<file path="config.mk">
export PLATFORM = sky130hd
export DESIGN_NAME = tcam_lookup_controller
export DESIGN_NICKNAME = d
export VERILOG_FILES = /design/src/rtl/tcam_ctrl_pkg.sv /design/src/rtl/tcam_priority_encoder.sv /design/src/rtl/tcam_lookup_controller.sv
export SDC_FILE = /design/constraint.sdc
export NUM_CORES = 1
export LEC_CHECK = 0
export CAP_MARGIN = 20
export CELL_PAD_IN_SITES_DETAIL_PLACEMENT = 0
export CELL_PAD_IN_SITES_GLOBAL_PLACEMENT = 1
export CORE_MARGIN = 8
export CORE_UTILIZATION = 30
export DETAILED_ROUTE_END_ITERATION = 7
export GPL_TIMING_DRIVEN = 0
export PLACE_DENSITY = 0.89
export SLEW_MARGIN = 20
export SYNTH_ARGS = -nofsm -noshare
export SYNTH_HDL_FRONTEND = slang
export SYNTH_SLANG_ARGS = --single-unit
export TNS_END_PERCENT = 30
</file>
<file path="constraint.sdc">
create_clock -name clock -period 3.69 [get_ports clock]
set_clock_uncertainty 0.05 [all_clocks]
set_input_delay 0.738 -clock clock [delete_from_list [all_inputs] [get_ports clock]]
set_output_delay 0.738 -clock clock [all_outputs]
set_load 0.01 [all_outputs]
</file>
<file path="src/rtl/tcam_ctrl_pkg.sv">
// Shared types for the TCAM lookup controller.
// Optional feature macro: TCAM_CTRL_MATCH_COUNT_EN (adds rsp_count).
package tcam_ctrl_pkg;

    typedef enum logic [1:0] {
        IDLE  = 2'd0,
        ISSUE = 2'd1,
        WAIT  = 2'd2,
        RESP  = 2'd3
    } state_t;

    localparam logic OP_SEARCH = 1'b0;
    localparam logic OP_WRITE  = 1'b1;

    localparam logic REQ_A = 1'b0;
    localparam logic REQ_B = 1'b1;

endpackage

</file>
<file path="src/rtl/tcam_priority_encoder.sv">
// Lowest-index-wins encoder for the CAM match vector.
// Purely combinational; all-zero vector gives hit 0, index 0.
module tcam_priority_encoder
    import tcam_ctrl_pkg::*;
#(
    parameter int ADDRESS_SIZE = 4,
    localparam int ENTRIES = 1 << ADDRESS_SIZE
) (
    input  logic [ENTRIES-1:0]      vec,
    output logic                    hit,
    output logic [ADDRESS_SIZE-1:0] index
);

    always_comb begin
        hit   = 1'b0;
        index = '0;
        for (int i = ENTRIES - 1; i >= 0; i--) begin
            if (vec[i]) begin
                hit   = 1'b1;
                index = i[ADDRESS_SIZE-1:0];
            end
        end
    end

endmodule

</file>
<file path="src/rtl/tcam_lookup_controller.sv">
// Round-robin front end sharing one TCAM between requesters A and B.
// Define TCAM_CTRL_MATCH_COUNT_EN to add the rsp_count popcount output.
module tcam_lookup_controller
    import tcam_ctrl_pkg::*;
#(
    parameter int WORD_SIZE    = 8,
    parameter int ADDRESS_SIZE = 4,
    localparam int ENTRIES = 1 << ADDRESS_SIZE
) (
    input  logic                    clock,
    input  logic                    reset,
    input  logic                    a_valid,
    output logic                    a_ready,
    input  logic                    a_op,
    input  logic [WORD_SIZE-1:0]    a_word,
    input  logic [WORD_SIZE-1:0]    a_mask,
    input  logic [ADDRESS_SIZE-1:0] a_addr,
    input  logic                    b_valid,
    output logic                    b_ready,
    input  logic                    b_op,
    input  logic [WORD_SIZE-1:0]    b_word,
    input  logic [WORD_SIZE-1:0]    b_mask,
    input  logic [ADDRESS_SIZE-1:0] b_addr,
    output logic                    rsp_valid,
    input  logic                    rsp_ready,
    output logic                    rsp_id,
    output logic                    rsp_hit,
    output logic [ADDRESS_SIZE-1:0] rsp_index,
`ifdef TCAM_CTRL_MATCH_COUNT_EN
    output logic [ADDRESS_SIZE:0]   rsp_count,
`endif
    output logic [WORD_SIZE-1:0]    tcam_word,
    output logic [WORD_SIZE-1:0]    tcam_mask,
    output logic [ADDRESS_SIZE-1:0] tcam_address,
    output logic                    tcam_write,
    input  logic [ENTRIES-1:0]      tcam_matched
);

    state_t state, state_n;

    logic               last_grant;
    logic               op_q;
    logic               id_q;
    logic [ENTRIES-1:0] match_q;
    logic               grant_a;
    logic               grant_b;
    logic               accept;

    // Contention goes to whoever was not served last.
    always_comb begin
        grant_a = a_valid & (~b_valid | (last_grant == REQ_B));
        grant_b = b_valid & (~a_valid | (last_grant == REQ_A));
    end

    assign a_ready   = (state == IDLE) & grant_a;
    assign b_ready   = (state == IDLE) & grant_b;
    assign accept    = a_ready | b_ready;
    assign rsp_valid = (state == RESP);
    assign rsp_id    = id_q;

    always_ff @(posedge clock) begin
        if (!reset) begin
            state <= IDLE;
        end else begin
            state <= state_n;
        end
    end

    always_comb begin
        state_n = state;
        unique case (state)
            IDLE:    if (accept) state_n = ISSUE;
            ISSUE:   state_n = WAIT;
            WAIT:    state_n = RESP;
            RESP:    if (rsp_ready) state_n = IDLE;
            default: state_n = IDLE;
        endcase
    end

    // The CAM pins double as the request latch for word/mask/addr.
    always_ff @(posedge clock) begin
        if (!reset) begin
            last_grant   <= REQ_B;
            op_q         <= OP_SEARCH;
            id_q         <= REQ_A;
            match_q      <= '0;
            tcam_word    <= '0;
            tcam_mask    <= '0;
            tcam_address <= '0;
            tcam_write   <= 1'b0;
        end else begin
            tcam_write <= 1'b0;
            unique case (state)
                IDLE: begin
                    if (accept) begin
                        id_q         <= b_ready ? REQ_B : REQ_A;
                        op_q         <= b_ready ? b_op : a_op;
                        tcam_word    <= b_ready ? b_word : a_word;
                        tcam_mask    <= b_ready ? b_mask : a_mask;
                        tcam_address <= b_ready ? b_addr : a_addr;
                        tcam_write   <= b_ready ? b_op : a_op;
                    end
                end
                WAIT: begin
                    match_q <= (op_q == OP_SEARCH) ? tcam_matched : '0;
                end
                RESP: begin
                    if (rsp_ready) last_grant <= id_q;
                end
                default: ;
            endcase
        end
    end

    tcam_priority_encoder #(
        .ADDRESS_SIZE(ADDRESS_SIZE)
    ) u_penc (
        .vec  (match_q),
        .hit  (rsp_hit),
        .index(rsp_index)
    );

`ifdef TCAM_CTRL_MATCH_COUNT_EN
    always_comb begin
        rsp_count = '0;
        for (int i = 0; i < ENTRIES; i++) begin
            rsp_count = rsp_count + {{ADDRESS_SIZE{1'b0}}, match_q[i]};
        end
    end
`endif

endmodule

</file>
## After elaboration in Yosys (flattened, before gate mapping)

Index checks and enable logic that the tools add are counted.

| storage, ports and cells | value |
|---|---|
| input port bits | 63 |
| bits in read-only memories | 0 |
| memory bits (writable) | 0 |
| output and inout port bits | 30 |
| word-level logic and storage cells | 70 |
| flip-flop bits (word level) | 42 |
| latch bits | 0 |
| memories | 0 |

| cells by class | value |
|---|---|
| muxes and demuxes | 41 |
| reductions and logical operators | 5 |
| add/subtract/negate cells | 0 |
| bitwise operators | 10 |
| equality and inequality tests | 5 |
| divide/modulo/power cells | 0 |
| shift operators | 0 |
| magnitude comparators | 0 |
| multipliers | 0 |

Operators with widths:

| cell | number |
|---|---|
| 4-bit 2-to-1 mux | 17 |
| 1-bit 2-to-1 mux | 18 |
| 16-bit 2-to-1 mux | 1 |
| 8-bit 2-to-1 mux | 2 |
| 2-bit one-hot mux with 4 select lines | 1 |
| 2-bit AND reduction | 3 |
| 1-bit bitwise AND | 4 |
| 2-bit == test (second input constant) | 2 |
| 2-bit 2-to-1 mux | 2 |
| 1-bit inverter | 3 |
| 1-bit bitwise OR | 3 |
| 3-bit AND reduction | 1 |
| 2-bit by 1-bit == test with 1-bit output (second input constant) | 1 |
| 2-bit logical NOT | 1 |
| 2-bit by 1-bit != test with 1-bit output (second input constant) | 1 |
| 2-bit != test (second input constant) | 1 |

## Logic depth before layout (Yosys ltp)

| logic depth | value |
|---|---|
| depth in word-level cells | 16 |
| depth in mapped cells | 8 |
| depth with buffers taken out | 6 |

## Cells and area by module

A second synthesis with hierarchy kept.

| unflattened totals | value |
|---|---|
| cell total of the unflattened synthesis | 261 |
| area total of the unflattened synthesis | 2194.6 um^2 |

By module, submodules not included:

| module | cells each | area an instance (um^2) | sequential area each (um^2) | instances |
|---|---|---|---|---|
| tcam_lookup_controller | 228 | 2015.7 | 840.8 | 1 |
| tcam_priority_encoder | 33 | 178.9 | 0.0 | 1 |

## Least setup slack after synthesis

No wires, ideal clock.

| timing | value |
|---|---|
| path type | input-to-output |
| start point | input a_valid |
| end point | output b_ready |
| path buffers | 1 |
| stages on the path | 4 |
| data arrival time | 1.140 ns |
| required time | 2.902 ns |
| slack | 1.762 ns |
| cell sequence | nand2_1 > nand3_2 > inv_2 > buf_4 |

| on the way | value |
|---|---|
| word-level cells in the longest chain between the ends | 4 |

RTL lines:

| element | RTL line | text |
|---|---|---|
| from (decl) | tcam_lookup_controller.sv:12 | `input logic a_valid,` |
| 1-bit inverter | tcam_lookup_controller.sv:52 | `grant_b = b_valid & (~a_valid \| (last_grant == REQ_A));` |
| 1-bit bitwise OR | tcam_lookup_controller.sv:52 |  |
| 1-bit bitwise AND | tcam_lookup_controller.sv:52 |  |
| 1-bit bitwise AND | tcam_lookup_controller.sv:56 | `assign b_ready = (state == IDLE) & grant_b;` |
| to (decl) | tcam_lookup_controller.sv:19 | `output logic b_ready,` |

Every way passes these cells.

## Worst setup path after layout

Same ends and word-level chain as after synthesis.

==> summary.md <==
| Metric | Value |
|---|---|
| Clk pin slew, worst setup/hold paths | `roughly 0.070 ns` |
| Initial Util | `between 30% and 40%` |
| Die height | `96.82 um` |
| Layout cells sized above 1 | `~5.7%` |
| CP peak stage delay | `about 0.55 ns` |
| Vias per cell | `4.681` |
| Synthesized area per cell | `~8 um2` |
| Chip width | `96.82 um` |
| Hold_sp | `last_grant` |
| DR pass1 iterations | `4` |
| Synth Area in XOR/XNOR | `0%` |
| Synth top area cells | `dfxtp_1 (43%), nand2_1 (9.8%), nor2b_1 (7.3%)` |
| Fill cells | `654` |
| Synthesized area | `about 2000 um2` |
| Total power per unit cell area | `roughly 700 nW/um2` |
| Post-DP Area | `2977 um2` |
| Seq cells post-synth | `42` |
| Root buffer cell | `clkbuf_8` |
| Area Overhead vs Synth | `57.47%` |
| Non-filler cells, final | `roughly 430` |
| Relative slew slack | `69.79%` |
| Clock Latency Late Sink | `0.30 ns` |
| Starting DRT DRC Count | `85` |
| VDD IR-drop max | `between 0.5 and 0.6 mV` |
| Complex-gate fraction of the synthesized area | `between 20% and 30%` |
| Part of the Yosys area used for sequential elements | `a little over two fifths` |
| Setup TNS | `0 ns` |
| Kind of critical path | `primary input to primary output` |
| Slew Viols, Final | `0` |
| Switching Fraction | `between 30% and 40%` |
| Final setup viols | `0` |
| Seq pwr share | `31.2%` |
| Final Hold Vio Count | `0` |
| First-pass GRT wire length | `10,070 um` |
| Yosys warnings | `0` |
| Met1 global-route usage | `15.05%` |
| Post-synthesis mux area share | `1.022%` |
| CTS tree | `done` |
| Total number of vias | `1,999` |
| Max-Cap Viols | `0` |
| Clk buf depth | `2` |
| Critical-path top delay cell | `clkdlybuf4s50_1` |
| CP startpoint kind | `primary input` |
| Drt total wl | `5971 um` |
| Clock power frac | `16.9%` |
| Tot Pwr | `between 2 and 2.5 mW` |
| Cell family with most CP delay | `buffers and inverters` |
| CP Data Arrival Time | `2.23 ns` |
| DP Cell Count | `419` |
| Start point of the critical path | `a_valid` |
| Antenna cell count | `0` |
| Area leader, netlist | `dfxtp_1` |
| DRT antenna net count | `0` |
| WP buf/inv | `4` |
| Synth cell types | `30` |
| RSZ-0062 raised after global routing | `false` |
| Final Core Density | `between 40% and 50%` |
| Critical path peak fanout | `10` |
| Synth Instances | `250` |
| Largest family of logic cells by synthesized area | `simple AND/OR/NAND/NOR gates` |
| Period utilization | `81.92%` |
| Post-DP HPWL | `4640 um` |
| Post-synth top area share | `42.91%` |
| Max H-tree Level | `2` |
| Final Cell Area | `3085 um2` |
| Multi-input logic area | `987.2 um2` |
| Fin nets | `415` |
| Pleak | `1.230 nW` |
| GRT Total Usage | `12.63%` |
| Cell Chain, Critical Path | `clkdlybuf4s50_1, nand2_1, nand3_2, inv_2, buf_4, clkdlybuf4s50_1` |
| Synthesized Nets | `316` |
| Initial antenna violation count | `0` |
| CP most frequent cell | `clkdlybuf4s50_1` |
| Wire length per cell | `13.98 um` |
| P_sw | `roughly 0.77 mW` |
| Die ar. | `roughly 9400 um2` |
| Met3 global-route usage | `6.259%` |
| Routability Congestion | `roughly 0.83` |
| Most used routing layer | `met2` |
| GR Util met2 | `19.27%` |
| Sequential cell area | `between 800 and 900 um2` |
| P_int | `approximately 1.4 mW` |
| Post-route minimum period | `3.023 ns` |
| Row count | `29` |
| Crit end category | `primary output` |
| FMAX | `between 300 and 400 MHz` |
| Adder-cell area share of the yosys netlist | `around 1.9%` |
| Buffers inserted by post-CTS timing repair | `0` |
| Worst-Margin Slew | `~0.45 ns` |
| Combinational cell fraction of total power | `51.9%` |
| CTS sink count | `42` |
| Largest net degree at the start of global routing | `14` |
| Top Ports | `93` |
| CTS-repair resized insts | `0` |
| Core ar. | `around 6300 um2` |
| Simple-Gate Fraction of Synth Area | `between 20% and 30%` |
| Status | `finished clean` |
| Reg2reg start | `state[0]` |
| Vias in the first global route | `between 2,000 and 2,500` |
| Drc violations | `0` |
| Total gr overflow | `0` |
| I/O Buffers | `about 90` |
| Worst min-delay path category | `flop to flop` |
| Cts hold-fix bufs | `0` |
| CP required | `2.90 ns` |
| CTS Buf Count | `5` |
-- flip-flops by register name, summed over array words and instances (netlist names) --
register,count
match_q,16
tcam_mask,8
tcam_word,8
tcam_address,4
state,2
last_grant,1
op_q,1
rsp_id,1
tcam_write,1
-- synthesized netlist by cell type --
cell type,n
dfxtp_1,42
buf_2,3
o22ai_1,1
a31oi_1,21
nor3b_1,1
nor3_1,3
buf_4,3
and3_1,1
inv_1,6
nand4_1,1
nor2_1,10
clkbuf_1,6
inv_2,1
mux2i_1,2
nand2b_1,2
and2_1,3
o21ai_0,9
and2b_1,7
buf_6,4
o21ai_1,17
o31ai_1,2
nor2b_1,23
nand2_1,51
ha_1,3
o311a_1,1
nand3_1,3
a21oi_1,20
nor4_1,2
nand3_2,1
a21boi_0,1
-- layer usage --
layer | share of wire [%] | up-vias | wire [um]
met2 | 43 | 73 | 2564
li1 | - | 1048 | -
met4 | 0.77 | 0 | 46
met5 | 0 | - | 0
met1 | 47 | 874 | 2790
met3 | 9.5 | 4 | 570
-- worst paths after layout --
check	slack [ns]	cells after the start	endpoint
max	0.67	6	b_ready
min	0.44	2	last_grant
max reg2reg	2.00	6	match_q[11]
min reg2reg	0.44	2	last_grant
-- worst reg2reg max path, cell delays in order (launching register included) --
cell and delay (ns):
dfxtp_1 0.33, inv_1 0.09, ha_1 0.30, clkbuf_1 0.40, and2b_1 0.23, a21oi_1 0.13, nor2b_1 0.06
-- power groups by stage --
stage	sequential (mW)	combinational [mW]	clock, mW
5_1_grt	0.693	1.25	0.396
6_report	0.674	1.12	0.363
3_5_place_dp	0.681	1.14	0
3_3_place_gp	0.677	1.13	0
4_1_cts	0.674	1.14	0.377
2_1_floorplan	0.712	0.577	0
-- area by class of cell --
class,instances,share of cell area [%]
Tap cell,77,3.122
Timing Repair Buffer,92,29.85
Multi-Input combinational cell,185,32.00
Sequential cell,42,27.25
Buffer,16,3.406
Clock buffer,5,2.230
Inverter,7,0.8516
Clock inverter,3,1.298
-- kinds of logic (layout without fill, tap and decap cells) --
| group | after synthesis | in the layout |
|---|---|---|
| AOI/OAI and AO/OA | 72 | 72 |
| adders and majority gates | 3 | 3 |
| buffers and inverters | 23 | 123 |
| DFF | 42 | 42 |
| muxes | 2 | 2 |
| and+or+nand+nor | 108 | 108 |
-- cells in the final DEF, fill, tap and decap left out, types with 2 or more instances in the layout --
master / Yosys / routed
mux2i_1: 2 / 2
nand3_1: 3 / 3
nand2b_1: 2 / 2
and2_1: 3 / 3
buf_2: 3 / 3
dfxtp_1: 42 / 42
nor4_1: 2 / 2
a21oi_1: 20 / 20
clkdlybuf4s50_1: 0 / 92
o31ai_1: 2 / 2
clkinv_2: 0 / 2
nand2_1: 51 / 51
buf_6: 4 / 4
inv_1: 6 / 6
nor3_1: 3 / 3
o21ai_1: 17 / 17
and2b_1: 7 / 7
clkbuf_1: 6 / 6
buf_4: 3 / 3
o21ai_0: 9 / 9
nor2b_1: 23 / 23
nor2_1: 10 / 10
clkbuf_8: 0 / 5
a31oi_1: 21 / 21
ha_1: 3 / 3
-- per-stage QoR --
step / setup WS [ns] / hold slack, ns
after CTS: 0.6276 / 0.4530
after global routing: 0.5624 / 0.4807
after detailed placement: 0.6329 / 0.4439
after floorplan: 1.762 / 0.4096
after global placement: 0.6350 / 0.4339
final: 0.6671 / 0.4443
Power figures use the tool's default switching activity.
